==> config.mk <==
export PLATFORM = sky130hd
export DESIGN_NAME = sram_qpi_engine
export DESIGN_NICKNAME = d
export VERILOG_FILES = /design/src/rtl/sram_qpi_engine.sv
export SDC_FILE = /design/constraint.sdc
export NUM_CORES = 1
export LEC_CHECK = 0
export CAP_MARGIN = 5
export CORE_ASPECT_RATIO = 0.7
export CORE_MARGIN = 2
export CORE_UTILIZATION = 53
export CTS_CLUSTER_SIZE = 12
export DETAILED_ROUTE_END_ITERATION = 10
export PLACE_DENSITY_LB_ADDON = 0.15
export REMOVE_ABC_BUFFERS = 1
export SLEW_MARGIN = 15
export SYNTH_ARGS = -nofsm -noshare
export SYNTH_HDL_FRONTEND = slang
export SYNTH_SLANG_ARGS = --single-unit
export TNS_END_PERCENT = 20
==> constraint.sdc <==
create_clock -name clock -period 2.1 [get_ports clock]
set_input_delay 0.42 -clock clock [delete_from_list [all_inputs] [get_ports clock]]
set_output_delay 0.42 -clock clock [all_outputs]
set_load 0.02 [all_outputs]
==> src/rtl/sram_qpi_engine.sv <==
// Quad-SPI SRAM transaction sequencer: command, 24-bit address, dummy nibbles,
// then a read or write byte burst, two clocks per nibble on auto_clock.
module sram_qpi_engine #(
    parameter logic [7:0]  CMD_READ       = 8'h03,
    parameter logic [7:0]  CMD_WRITE      = 8'h02,
    parameter int unsigned DUMMY_NIBBLES  = 2,
    parameter int unsigned CS_HIGH_CYCLES = 2
) (
    input  logic        clock,
    input  logic        reset_n,
    input  logic        start,
    input  logic        write,
    input  logic [23:0] address,
    input  logic [7:0]  length,
    input  logic [7:0]  wr_data,
    input  logic        wr_data_valid,
    output logic        wr_data_ready,
    output logic [7:0]  rd_data,
    output logic        rd_data_valid,
    output logic        busy,
    output logic        done,
    output logic        qpi_cs_n,
    output logic        auto_clock,
    output logic        qpi_direction,
    output logic [3:0]  qpi_output,
    input  logic [3:0]  qpi_sio_in
);

    localparam int unsigned CNT_W  = (CS_HIGH_CYCLES > 16) ? $clog2(CS_HIGH_CYCLES) : 4;
    localparam int unsigned BCNT_W = 9;
    localparam int unsigned SREG_W = 32;

    typedef enum logic [2:0] {
        IDLE,
        CMD,
        ADDR,
        DUMMY,
        RDATA,
        WDATA,
        CSHIGH
    } state_t;

    state_t              state_q, state_d;
    logic                phase_q, phase_d;
    logic [CNT_W-1:0]    cnt_q, cnt_d;
    logic [BCNT_W-1:0]   bcnt_q, bcnt_d;
    logic [SREG_W-1:0]   sreg_q, sreg_d;
    logic [3:0]          rd_hi_q, rd_hi_d;
    logic [3:0]          wr_lo_q, wr_lo_d;
    logic                is_write_q, is_write_d;

    logic                cs_n_d;
    logic                auto_d;
    logic                dir_d;
    logic [3:0]          out_d;
    logic                busy_d;
    logic                done_d;
    logic                ready_d;
    logic                rd_valid_d;
    logic [7:0]          rd_data_d;

    // State and registered outputs
    always_ff @(posedge clock or negedge reset_n) begin
        if (!reset_n) begin
            state_q       <= IDLE;
            phase_q       <= 1'b0;
            cnt_q         <= '0;
            bcnt_q        <= '0;
            sreg_q        <= '0;
            rd_hi_q       <= '0;
            wr_lo_q       <= '0;
            is_write_q    <= 1'b0;
            qpi_cs_n      <= 1'b1;
            auto_clock    <= 1'b0;
            qpi_direction <= 1'b0;
            qpi_output    <= '0;
            busy          <= 1'b0;
            done          <= 1'b0;
            wr_data_ready <= 1'b0;
            rd_data_valid <= 1'b0;
            rd_data       <= '0;
        end else begin
            state_q       <= state_d;
            phase_q       <= phase_d;
            cnt_q         <= cnt_d;
            bcnt_q        <= bcnt_d;
            sreg_q        <= sreg_d;
            rd_hi_q       <= rd_hi_d;
            wr_lo_q       <= wr_lo_d;
            is_write_q    <= is_write_d;
            qpi_cs_n      <= cs_n_d;
            auto_clock    <= auto_d;
            qpi_direction <= dir_d;
            qpi_output    <= out_d;
            busy          <= busy_d;
            done          <= done_d;
            wr_data_ready <= ready_d;
            rd_data_valid <= rd_valid_d;
            rd_data       <= rd_data_d;
        end
    end

    // Next state and next registered outputs
    always_comb begin
        state_d    = state_q;
        phase_d    = phase_q;
        cnt_d      = cnt_q;
        bcnt_d     = bcnt_q;
        sreg_d     = sreg_q;
        rd_hi_d    = rd_hi_q;
        wr_lo_d    = wr_lo_q;
        is_write_d = is_write_q;
        cs_n_d     = qpi_cs_n;
        auto_d     = 1'b0;
        dir_d      = qpi_direction;
        out_d      = qpi_output;
        busy_d     = busy;
        done_d     = 1'b0;
        ready_d    = 1'b0;
        rd_valid_d = 1'b0;
        rd_data_d  = rd_data;

        case (state_q)
            IDLE: begin
                cs_n_d = 1'b1;
                dir_d  = 1'b0;
                busy_d = 1'b0;
                if (start) begin
                    state_d    = CMD;
                    phase_d    = 1'b0;
                    cnt_d      = '0;
                    is_write_d = write;
                    sreg_d     = {(write ? CMD_WRITE : CMD_READ), address};
                    bcnt_d     = (length == 8'd0) ? BCNT_W'(256) : {1'b0, length};
                    cs_n_d     = 1'b0;
                    dir_d      = 1'b1;
                    busy_d     = 1'b1;
                    out_d      = write ? CMD_WRITE[7:4] : CMD_READ[7:4];
                end
            end

            // Command and address share a shift register, MSB nibble first
            CMD, ADDR: begin
                if (!phase_q) begin
                    phase_d = 1'b1;
                    auto_d  = 1'b1;
                end else begin
                    phase_d = 1'b0;
                    cnt_d   = cnt_q + CNT_W'(1);
                    sreg_d  = {sreg_q[27:0], 4'h0};
                    out_d   = sreg_q[27:24];
                    if (state_q == CMD && cnt_q == CNT_W'(1)) begin
                        state_d = ADDR;
                        cnt_d   = '0;
                    end else if (state_q == ADDR && cnt_q == CNT_W'(5)) begin
                        cnt_d = '0;
                        out_d = qpi_output;
                        if (is_write_q) begin
                            state_d = WDATA;
                            ready_d = 1'b1;
                        end else begin
                            state_d = DUMMY;
                            dir_d   = 1'b0;
                        end
                    end
                end
            end

            DUMMY: begin
                if (!phase_q) begin
                    phase_d = 1'b1;
                    auto_d  = 1'b1;
                end else begin
                    phase_d = 1'b0;
                    cnt_d   = cnt_q + CNT_W'(1);
                    if (cnt_q == CNT_W'(DUMMY_NIBBLES - 1)) begin
                        state_d = RDATA;
                        cnt_d   = '0;
                    end
                end
            end

            // cnt_q selects high (0) or low (1) nibble of the current byte
            RDATA: begin
                if (!phase_q) begin
                    phase_d = 1'b1;
                    auto_d  = 1'b1;
                end else begin
                    phase_d = 1'b0;
                    if (cnt_q == CNT_W'(0)) begin
                        rd_hi_d = qpi_sio_in;
                        cnt_d   = CNT_W'(1);
                    end else begin
                        rd_data_d  = {rd_hi_q, qpi_sio_in};
                        rd_valid_d = 1'b1;
                        cnt_d      = '0;
                        bcnt_d     = bcnt_q - BCNT_W'(1);
                        if (bcnt_q == BCNT_W'(1)) begin
                            state_d = CSHIGH;
                            cs_n_d  = 1'b1;
                            dir_d   = 1'b0;
                        end
                    end
                end
            end

            // High-nibble phase 0 doubles as the handshake wait; stalls hold auto_clock low
            WDATA: begin
                if (cnt_q == CNT_W'(0) && !phase_q) begin
                    if (wr_data_valid && wr_data_ready) begin
                        out_d   = wr_data[7:4];
                        wr_lo_d = wr_data[3:0];
                        phase_d = 1'b1;
                        auto_d  = 1'b1;
                    end else begin
                        ready_d = 1'b1;
                    end
                end else if (!phase_q) begin
                    phase_d = 1'b1;
                    auto_d  = 1'b1;
                end else if (cnt_q == CNT_W'(0)) begin
                    phase_d = 1'b0;
                    cnt_d   = CNT_W'(1);
                    out_d   = wr_lo_q;
                end else begin
                    phase_d = 1'b0;
                    cnt_d   = '0;
                    bcnt_d  = bcnt_q - BCNT_W'(1);
                    if (bcnt_q == BCNT_W'(1)) begin
                        state_d = CSHIGH;
                        cs_n_d  = 1'b1;
                        dir_d   = 1'b0;
                    end else begin
                        ready_d = 1'b1;
                    end
                end
            end

            CSHIGH: begin
                cs_n_d = 1'b1;
                dir_d  = 1'b0;
                cnt_d  = cnt_q + CNT_W'(1);
                if (cnt_q == CNT_W'(CS_HIGH_CYCLES - 1)) begin
                    state_d = IDLE;
                    cnt_d   = '0;
                    done_d  = 1'b1;
                    busy_d  = 1'b0;
                end
            end

            default: begin
                state_d = IDLE;
                cs_n_d  = 1'b1;
                dir_d   = 1'b0;
                busy_d  = 1'b0;
            end
        endcase
    end

endmodule

### Yosys cells after proc, flatten, opt, wreduce, memory -nomap -nowiden

Cells that the tools add are included.

| word-level totals | value |
|---|---|
| bits in registers | 73 |
| input bits | 49 |
| output and inout bits | 19 |
| logic and storage cells | 158 |

| operators by class | value |
|---|---|
| $add $sub $neg | 2 |
| equality and inequality tests | 23 |
| multiplexer cells | 82 |
| bitwise operators | 4 |
| reductions and logical operators | 30 |

Operator list:

| operator | count |
|---|---|
| $mux 4 | 15 |
| $mux 28 | 2 |
| $pmux 28 s2 | 1 |
| $mux 9 | 5 |
| $mux 1 | 37 |
| $mux 3 | 12 |
| $pmux 9 s3 | 1 |
| $pmux 4 s6 | 1 |
| $ne 2x2->1 const B | 9 |
| $pmux 3 s6 | 1 |
| $reduce_and 3->1 | 6 |
| $ne 3x3->1 const B | 5 |
| $reduce_and 7->1 | 2 |
| $pmux 4 s3 | 1 |
| $eq 3x3->1 const B | 3 |
| $eq 9x1->1 const B | 1 |
| $reduce_bool 3->1 | 3 |
| $sub 9x1->9 const B | 1 |
| $logic_not 8->1 | 1 |
| $eq 3x2->1 const B | 2 |
| $pmux 1 s3 | 2 |
| $reduce_and 2->1 | 3 |
| $reduce_and 6->1 | 1 |
| $reduce_bool 6->1 | 1 |
| other kinds (18) | 25 |

### Longest topological paths before layout

Gate-level depths: netlist (run 1).

| logic depth | value |
|---|---|
| depth in word-level cells | 6 |
| depth in mapped cells | 8 |
| mapped depth without buffers | 7 |

### Worst setup path after synthesis (run 1)

OpenSTA, ideal clock, no wires.

| path | value |
|---|---|
| path kind | register to register |
| from | register cnt_q[0] |
| to | register qpi_output[0] |
| setup time | 125 ps |
| arrival | 1821 ps |
| data required time | 1975 ps |
| slack | 154 ps |
| stages on the path, launching flop included | 9 |
| buffers on the path | 1 |
| clock period less this slack | 1946 ps |
| path through | dfrtp_1 -> inv_1 -> ha_1 -> or3b_1 -> buf_6 -> nor2_8 -> nand4_1 -> nand3_2 -> mux2_2 |

| on the way | value |
|---|---|
| word-level cells in the longest chain between the ends | 5 |
| elaborated cells between the ends (all ways) | 15 |
| classes of those cells | eq/ne (6); mux (4); reduce/logical (5) |

RTL lines:

| item | RTL line | RTL |
|---|---|---|
| start: declaration | 45 | `logic [CNT_W-1:0] cnt_q, cnt_d;` |
| start signal: assignment | 85 | `cnt_q <= cnt_d;` |
| $eq 4x1->1 | 152 | `if (state_q == CMD && cnt_q == CNT_W'(1)) begin` |
| $logic_and 1x1->1 | 152 |  |
| $mux 4 | 152 |  |
| $mux 4 | 144 | `if (!phase_q) begin` |
| $pmux 4 s3 | 123 | `case (state_q)` |
| end signal: assignment | 94 | `qpi_output <= out_d;` |
| end: declaration | 25 | `output logic [3:0] qpi_output,` |

Parallel ways exist; a longest one is shown, timed or not. The select of a mux whose other input is x is not followed.
A chain may end at the register's enable or synchronous reset.

### Final worst setup path (run 1)

| path | value |
|---|---|
| from | register state_q[1] |
| to | register sreg_q[7] |

| on the way | value |
|---|---|
| word-level cells in the longest chain between the ends | 4 |
| elaborated cells between the ends (all ways) | 9 |
| classes of those cells | eq/ne (4); mux (1); reduce/logical (4) |

RTL lines:

| item | RTL line | RTL |
|---|---|---|
| start: declaration | 43 | `state_t state_q, state_d;` |
| start signal: assignment | 83 | `state_q <= state_d;` |
| $eq 3x1->1 / $eq 3x2->1 (equally long branches) | 123 |  |
| $reduce_or 2->1 | 123 |  |
| $ne 2x2->1 (no line) / $reduce_bool 2->1 (equally long branches) | n/a |  |
| $reduce_and 3->1 (no line) | n/a |  |
| end signal: assignment | 87 | `sreg_q <= sreg_d;` |
| end: declaration | 47 | `logic [SREG_W-1:0] sreg_q, sreg_d;` |

Parallel ways exist; a longest one is shown, timed or not.

==> impl_metrics.csv, run 1 <==
group,metric,value,unit
outcome,status,"complete, no violations",
logic_synthesis,mappedNetlistArea,3920,µm²
sta,rsz0062_at_grt,"yes",
critical_path,cpMostUsedCell,"sky130_fd_sc_hd__buf_4",
drt,dr_total_vias,3268,
critical_path,worstPathCellList,"buf_4 > and2b_1 > o21ba_2 > buf_4 > mux2i_1 > a21oi_1",
logic_synthesis,gate_count_after_technology_mapping,396,
floorplanning,die_w,107,µm
pwr,worst_ir_drop_vdd,0.882,mV
sta,slew_violations,0,
logic_synthesis,synth-async-reset-ratio,1.00,
critical_path,crit_path_max_incr_delay,0.65,ns
cts,cts.path.max_buffers,2,
place,portBuffers,67,
drt,drt-pass1-iter-count,5,
logic_synthesis,synth-simple-area-share,0.179,
place,dpl_cell_area,4880,µm²
sta,report.final.setup_viol,0,
logic_synthesis,share_of_the_synthesized_area_in_the_top_cell_type,0.460,
cts,cts_root_buf,"sky130_fd_sc_hd__clkbuf_8",
sta,hold_vio_cnt_final,0,
critical_path,worstPathMaxFanout,16,
logic_synthesis,synth-compound-area-share,0.166,
pwr,cell_internal_pwr,0.00478,W
cts,h-tree-depth,3,
layout,stdcell_count,585,
floorplanning,die_height,75.9,µm
logic_synthesis,synth_seq_area_share,0.466,
critical_path,worst-endpoint-required,2.32,ns
layout,num_antenna_cells,0,
layout,finalNetCount,536,
drt,antenna_violating_nets_left,0,
global_route,gr-usage-all-layers,0.236,
sta,worstMarginPinSlew,0.495,ns
drt,route.detailed.wl_per_inst,15.3,µm
cts,clock-sinks,73,
floorplanning,io_pins,68,
global_route,grt_antenna_before_repair,0,
place,dpl_wire_length,6610,µm
logic_synthesis,synth_area_leader_cell,"sky130_fd_sc_hd__dfrtp_1",
cts,clkSlewWorstSetupHoldPaths,0.07,ns
logic_synthesis,synthXorXnorAreaFrac,0.00223,
pwr,total_leakage_power,2.19,nW
sta,fin_worst_skew,0.00758,ns
sta,finalCriticalPeriod,1.98,ns
logic_synthesis,number_of_warnings_issued_by_yosys,0,
cts,clock_insertion_delay_worst_skew,0.34,ns
critical_path,worstSetupPathType,"reg -> reg",
sta,max_freq,504,MHz
cts,cts_made_buffers,9,
logic_synthesis,post_synth_main_area_contributors,"sky130_fd_sc_hd__dfrtp_1 (46%), sky130_fd_sc_hd__mux2i_1 (6.4%), sky130_fd_sc_hd__mux2_2 (6.0%)",
layout,layout.cells.most_common,"sky130_fd_sc_hd__dfrtp_1",
pwr,power-per-cell-area,1560,nW/µm²
floorplanning,row_count,26,
layout,postLayoutCellArea,5110,µm²
critical_path,cp_data_arrival_time,2.21,ns
critical_path,crit_path_top_delay_cell,"sky130_fd_sc_hd__dfrtp_1",
logic_synthesis,ys_seq_elements,73,
drt,drc_errors,0,
min_path,min_path_type,"in -> async",
place,gp_routability_congestion,0.938,
global_route,first_global_vias,3124,
global_route,global_route.overflow_total,0,
logic_synthesis,synthesis.area_per_instance,9.90,µm²
pwr,power.combinational.fraction,0.534,
floorplanning,floorplan.initialDensity,0.543,
logic_synthesis,post_synth_num_cell_types,60,
layout,area.growth.synth_to_final,30.3,%
layout,layout.cells.most_common_list,"sky130_fd_sc_hd__dfrtp_1 (71), sky130_fd_sc_hd__clkdlybuf4s50_1 (66), sky130_fd_sc_hd__nor2_1 (51), sky130_fd_sc_hd__a21oi_1 (35), sky130_fd_sc_hd__buf_4 (30)",
global_route,grt_max_degree,39,
layout,post_route_cells_drive_above_1_share,0.189,
cts,cts_tree,"built",
drt,detailedRoute.firstIterationViolations,194,
layout,n_fill_cell,561,
logic_synthesis,synth_top_flop_cell,"sky130_fd_sc_hd__dfrtp_1",
pwr,swShare,0.401,
logic_synthesis,muxShareOfSynthArea,0.124,
floorplanning,die_area,8110,µm²
drt,via_per_inst,5.59,
sta,post-route-period-util,0.944,
place,place.detailed.instances,569,
pwr,net-switching-power,0.00320,W
drt,totalWireLength,8970,µm
logic_synthesis,fraction_of_the_mapped_netlist_area_in_adder_cells,0.0160,
pwr,power.sequential.fraction,0.315,
critical_path,cp-end-kind,"flop",
critical_path,timing.critical_path.from_type,"flop",
logic_synthesis,synth_edf_count,0,
sta,max_slew_margin,0.670,
floorplanning,core-area,7220,µm²
logic_synthesis,combinational_family_with_the_most_area_after_synthesis,"simple AND/OR/NAND/NOR gates",
global_route,grt_first_pass_wirelength,15200,µm
job,max-cap-violations,0,
pwr,power_frac_clock,0.151,
power by group through the flow:
stage	combinational (W)	clock, W	sequential, W
final	0.00426	0.00121	0.00251
after global routing	0.00468	0.00128	0.00261
after CTS	0.00425	0.00124	0.00250
after detailed placement	0.00422	0	0.00253
after global placement	0.00411	0	0.00250
after floorplan	0.00235	0	0.00269
worst max-delay path: cells and delay by family (launching register included):
kind,cells,cell delay (ns)
multiplexers,1,0.24
AND/OR/NAND/NOR,1,0.19
flip-flops,1,0.65
buffers and inverters,2,0.50
AO/OA/AOI/OAI,2,0.27
kinds of logic after synthesis:
logic type / after synthesis
AOI/OAI and AO/OA: 101
xor gates and xnor gates: 1
adders and majority gates: 5
buffers and inverters: 33
DFF: 73
muxes: 46
and+or+nand+nor: 137
metal layers:
layer,part of all wire,global-route usage
met1,0.49,0.356
met2,0.44,0.350
met3,0.062,0.0422
met4,0.0083,0.0675
met5,0,0
path summary, 6_finish.rpt:
kind,endpoint,startpoint,cells past startpoint,slack (ns)
worst max-delay path,sreg_q[7]$_DFFE_PN0P_,state_q[1]$_DFFE_PN0P_,6,0.12
worst min-delay path,sreg_q[13]$_DFFE_PN0P_,reset_n,1,0.03
worst max register to register,sreg_q[7]$_DFFE_PN0P_,state_q[1]$_DFFE_PN0P_,6,0.12
worst min register to register,rd_data[5]$_DFFE_PN0P_,rd_hi_q[1]$_DFFE_PN0P_,1,0.50
max in group asynchronous,qpi_cs_n$_DFFE_PN1P_,reset_n,2,1.46
min in group clock,rd_data[5]$_DFFE_PN0P_,rd_hi_q[1]$_DFFE_PN0P_,1,0.50
registers in the layout, indices dropped and copies added, names as in the netlist, 3 cells and up:
signal,cells
sreg_q,28
bcnt_q,9
rd_data,8
cnt_q,4
qpi_output,4
rd_hi_q,4
wr_lo_q,4
state_q,3
stage by stage:
stage	hold WS, ns	power, W	setup TNS [ns]	setup slack (ns)	util
5_1_grt	0.0606	0.00857	-0.00412	-0.00412	0.707
4_1_cts	0.0387	0.00799	0	0.0973	0.707
2_1_floorplan	0.124	0.00504	-25.74	-0.892	-
6_report	0.0284	0.00798	0	0.117	0.707
3_3_place_gp	0.407	0.00661	-0.0985	-0.0309	0.676
3_5_place_dp	0.410	0.00675	0	0.00171	0.676
repair_timing:
item,in CTS,in global routing
hold endpoints to repair,0,0
setup buffers,0,0
hold buffers,0,0
resized for setup,1,2
endpoints found under the setup margin,4,19
final cells by class:
class / count / area (µm²) / share of cell area
multi-input combinational: 290 / 1920 / 0.376
tap: 98 / 123 / 0.0240
sequential: 73 / 1830 / 0.358
timing repair buffer: 101 / 986 / 0.193
clock buffer: 10 / 128 / 0.0250
clock inverter: 6 / 92.6 / 0.0181
inverter: 7 / 26.3 / 0.00515
synth_stat cells, types with 5 or more instances:
cell type,count
sky130_fd_sc_hd__a21oi_1,35
sky130_fd_sc_hd__buf_2,9
sky130_fd_sc_hd__buf_4,6
sky130_fd_sc_hd__clkbuf_1,8
sky130_fd_sc_hd__dfrtp_1,72
sky130_fd_sc_hd__ha_1,5
sky130_fd_sc_hd__inv_1,7
sky130_fd_sc_hd__mux2_2,21
sky130_fd_sc_hd__mux2i_1,25
sky130_fd_sc_hd__nand2_1,25
sky130_fd_sc_hd__nand2b_1,6
sky130_fd_sc_hd__nand3_1,11
sky130_fd_sc_hd__nor2_1,52
sky130_fd_sc_hd__nor2b_1,9
sky130_fd_sc_hd__nor3_1,7
sky130_fd_sc_hd__o21ai_0,27
(Power assumes the default switching activity.)
==> inputs of run 2 (changes only) <==
Settings changed: CORE_UTILIZATION 53 to 29, TNS_END_PERCENT 20 to 1.
==> run 2 against run 1 <==
Flip-flop and latch count unchanged. Count of clock-buffer cells in the layout up 1. Via count down 2.6%. Global-route usage down 9.2 points. Clock power up 45%. Combinational power up 3%. Sequential share of layout area down 1.7 points. Maximum frequency down 4.9%. Sequential power down 3%. Largest cell class unchanged.
==> impl_metrics.csv, run 2 (synthesis results as in run 1) <==
group,metric,value,unit
outcome,status,"complete, no violations",
sta,post-route-period-util,0.993,
cts,h-tree-depth,3,
drt,drc_errors,0,
cts,cts_made_buffers,9,
pwr,worst_ir_drop_vdd,0.617,mV
layout,layout.cells.most_common,"sky130_fd_sc_hd__dfrtp_1",
place,dpl_wire_length,7080,µm
sta,report.final.setup_viol,0,
cts,cts_setup_buffers,0,
place,portBuffers,67,
place,place.detailed.instances,657,
drt,antenna_violating_nets_left,0,
sta,rsz0062_at_grt,"yes",
cts,cts_tree,"built",
sta,hold_vio_cnt_final,0,
sta,finalCriticalPeriod,2.09,ns
drt,route.met3.wl,395,µm
floorplanning,row_count,35,
floorplanning,io_pins,68,
layout,registers.top_by_ff_count,"sreg_q",
job,max-cap-violations,0,
floorplanning,floorplan.initialDensity,0.297,
floorplanning,die_height,101,µm
layout,postLayoutCellArea,5350,µm²
pwr,total_leakage_power,2.26,nW
global_route,grt_antenna_before_repair,0,
pwr,power-per-cell-area,1600,nW/µm²
drt,via_per_inst,4.73,
drt,totalWireLength,9650,µm
cts,clock-sinks,73,
cts,clkSlewWorstSetupHoldPaths,0.06,ns
min_path,min_path_type,"in -> async",
drt,met1Wirelength,5030,µm
layout,largest_register_ffs,28,
sta,worstMarginPinSlew,0.519,ns
drt,dr_total_vias,3183,
drt,met2_wirelength,4150,µm
cts,cts.path.max_buffers,2,
floorplanning,die_w,143,µm
layout,stdcell_count,673,
sta,max_freq,480,MHz
drt,route.detailed.wl_per_inst,14.3,µm
floorplanning,core-area,13200,µm²
layout,area.growth.synth_to_final,36.6,%
critical_path,crit_path_max_incr_delay,0.41,ns
sta,timing.final.ws_setup,0.0148,ns
sta,fin_worst_skew,0.00384,ns
floorplanning,die_area,14500,µm²
cts,clock_insertion_delay_worst_skew,0.33,ns
global_route,global_route.overflow_total,0,
sta,slew_violations,0,
critical_path,timing.critical_path.from_type,"flop",
critical_path,cp_data_arrival_time,2.30,ns
cts,cts_root_buf,"sky130_fd_sc_hd__clkbuf_16",
critical_path,worstPathCellList,"inv_1 > ha_2 > or3b_4 > buf_6 > nor4_4 > mux2_2",
layout,num_antenna_cells,0,
place,dpl_cell_area,4980,µm²
critical_path,worstSetupPathType,"reg -> reg",
drt,top_layer_in_use,"met4",
layout,finalNetCount,537,
layout,layout.cells.most_common_list,"sky130_fd_sc_hd__dfrtp_1 (72), sky130_fd_sc_hd__clkdlybuf4s50_1 (66), sky130_fd_sc_hd__nor2_1 (50), sky130_fd_sc_hd__a21oi_1 (35), sky130_fd_sc_hd__buf_4 (31)",
place,gp_routability_congestion,0.874,
critical_path,crit-reg2reg-launch,"cnt_q[0]$_DFFE_PN0P_",
critical_path,worst-endpoint-required,2.32,ns
sta,max_slew_margin,0.654,
sta,setup_total_negative_slack,0,ns
global_route,first_global_vias,3247,
layout,seq_area,1830,µm²
place,worst_setup_timing_slack_at_the_placement_stage,-0.158,ns
critical_path,cp-end-kind,"flop",
critical_path,worst_reg_to_reg_setup_slack,0.01,ns
critical_path,startpoint,"cnt_q[0]$_DFFE_PN0P_",
pwr,total_power,0.00856,W
critical_path,crit_path_top_delay_cell,"sky130_fd_sc_hd__or3b_4",
global_route,gr-usage-all-layers,0.144,
layout,area_taken_by_multi_input_logic_gates,1950,µm²
global_route,grt_first_pass_wirelength,16400,µm
layout,post_route_cells_drive_above_1_share,0.197,
layout,n_fill_cell,1280,
layout,reg_top3,"sreg_q x28, bcnt_q x9, rd_data x8",
global_route,grt_max_degree,51,
drt,drt-pass1-iter-count,4,
critical_path,worstPathMaxFanout,4,
drt,detailedRoute.firstIterationViolations,222,
==> run 2: stage by stage <==
| step | util | hold WS, ns |
|---|---|---|
| 2_1_floorplan | - | 0.124 |
| 3_3_place_gp | 0.378 | 0.419 |
| 3_5_place_dp | 0.378 | 0.420 |
| 4_1_cts | 0.404 | 0.0556 |
| 5_1_grt | 0.406 | 0.0771 |
| 6_report | 0.406 | 0.0419 |
==> run 2: what timing repair did <==
action	4_1_cts	5_1_grt
hold buffers	0	0
setup endpoints to repair	9	21
hold endpoints to repair	0	0
resized for setup	1	9
pin swaps	1	1
==> run 2: worst max-delay path: cells and delay by family, from the launching register on <==
kind          cells  cell delay, ns
fa+ha+maj         1            0.17
mux               1            0.38
flops             1            0.38
buf+inv           2            0.21
simple gates      2            0.81
==> run 2: area by class of cell <==
cell class,instances,share of cell area
Tap cell,185,0.0432
Timing Repair Buffer,102,0.184
Inverter,7,0.00491
Multi-Input combinational cell,290,0.364
Sequential cell,73,0.341
Clock inverter,5,0.0194
Clock buffer,11,0.0435
==> run 2: per-layer routing <==
layer	global-route usage	vias up
li1	-	1590
met1	0.210	1537
met2	0.205	52
met3	0.0444	4
met4	0.0373	0
met5	0	-
==> run 2: report_power, final <==
part           total, W  leakage, nW  switching, W  internal [W]
clock network   0.00175        0.164      0.000586       0.00116
logic           0.00437         1.21       0.00226       0.00211
registers       0.00244        0.885      0.000412       0.00203
total           0.00856         2.26       0.00326       0.00530
==> run 2: path summary, 6_finish.rpt <==
check | to | cells after the start
max in group asynchronous | qpi_cs_n$_DFFE_PN1P_ | 2
min reg2reg | sreg_q[0]$_DFFE_PN0P_ | 2
max | wr_lo_q[0]$_DFFE_PN0P_ | 6
max reg2reg | wr_lo_q[0]$_DFFE_PN0P_ | 6
min | sreg_q[9]$_DFFE_PN0P_ | 1
min in group clock | sreg_q[0]$_DFFE_PN0P_ | 2
==> inputs of run 3 (changes only) <==
Settings changed: GPL_ROUTABILITY_DRIVEN from default to 0.
==> results of run 3 <==
Final layout, timing and power as in run 2 (identical DEF).
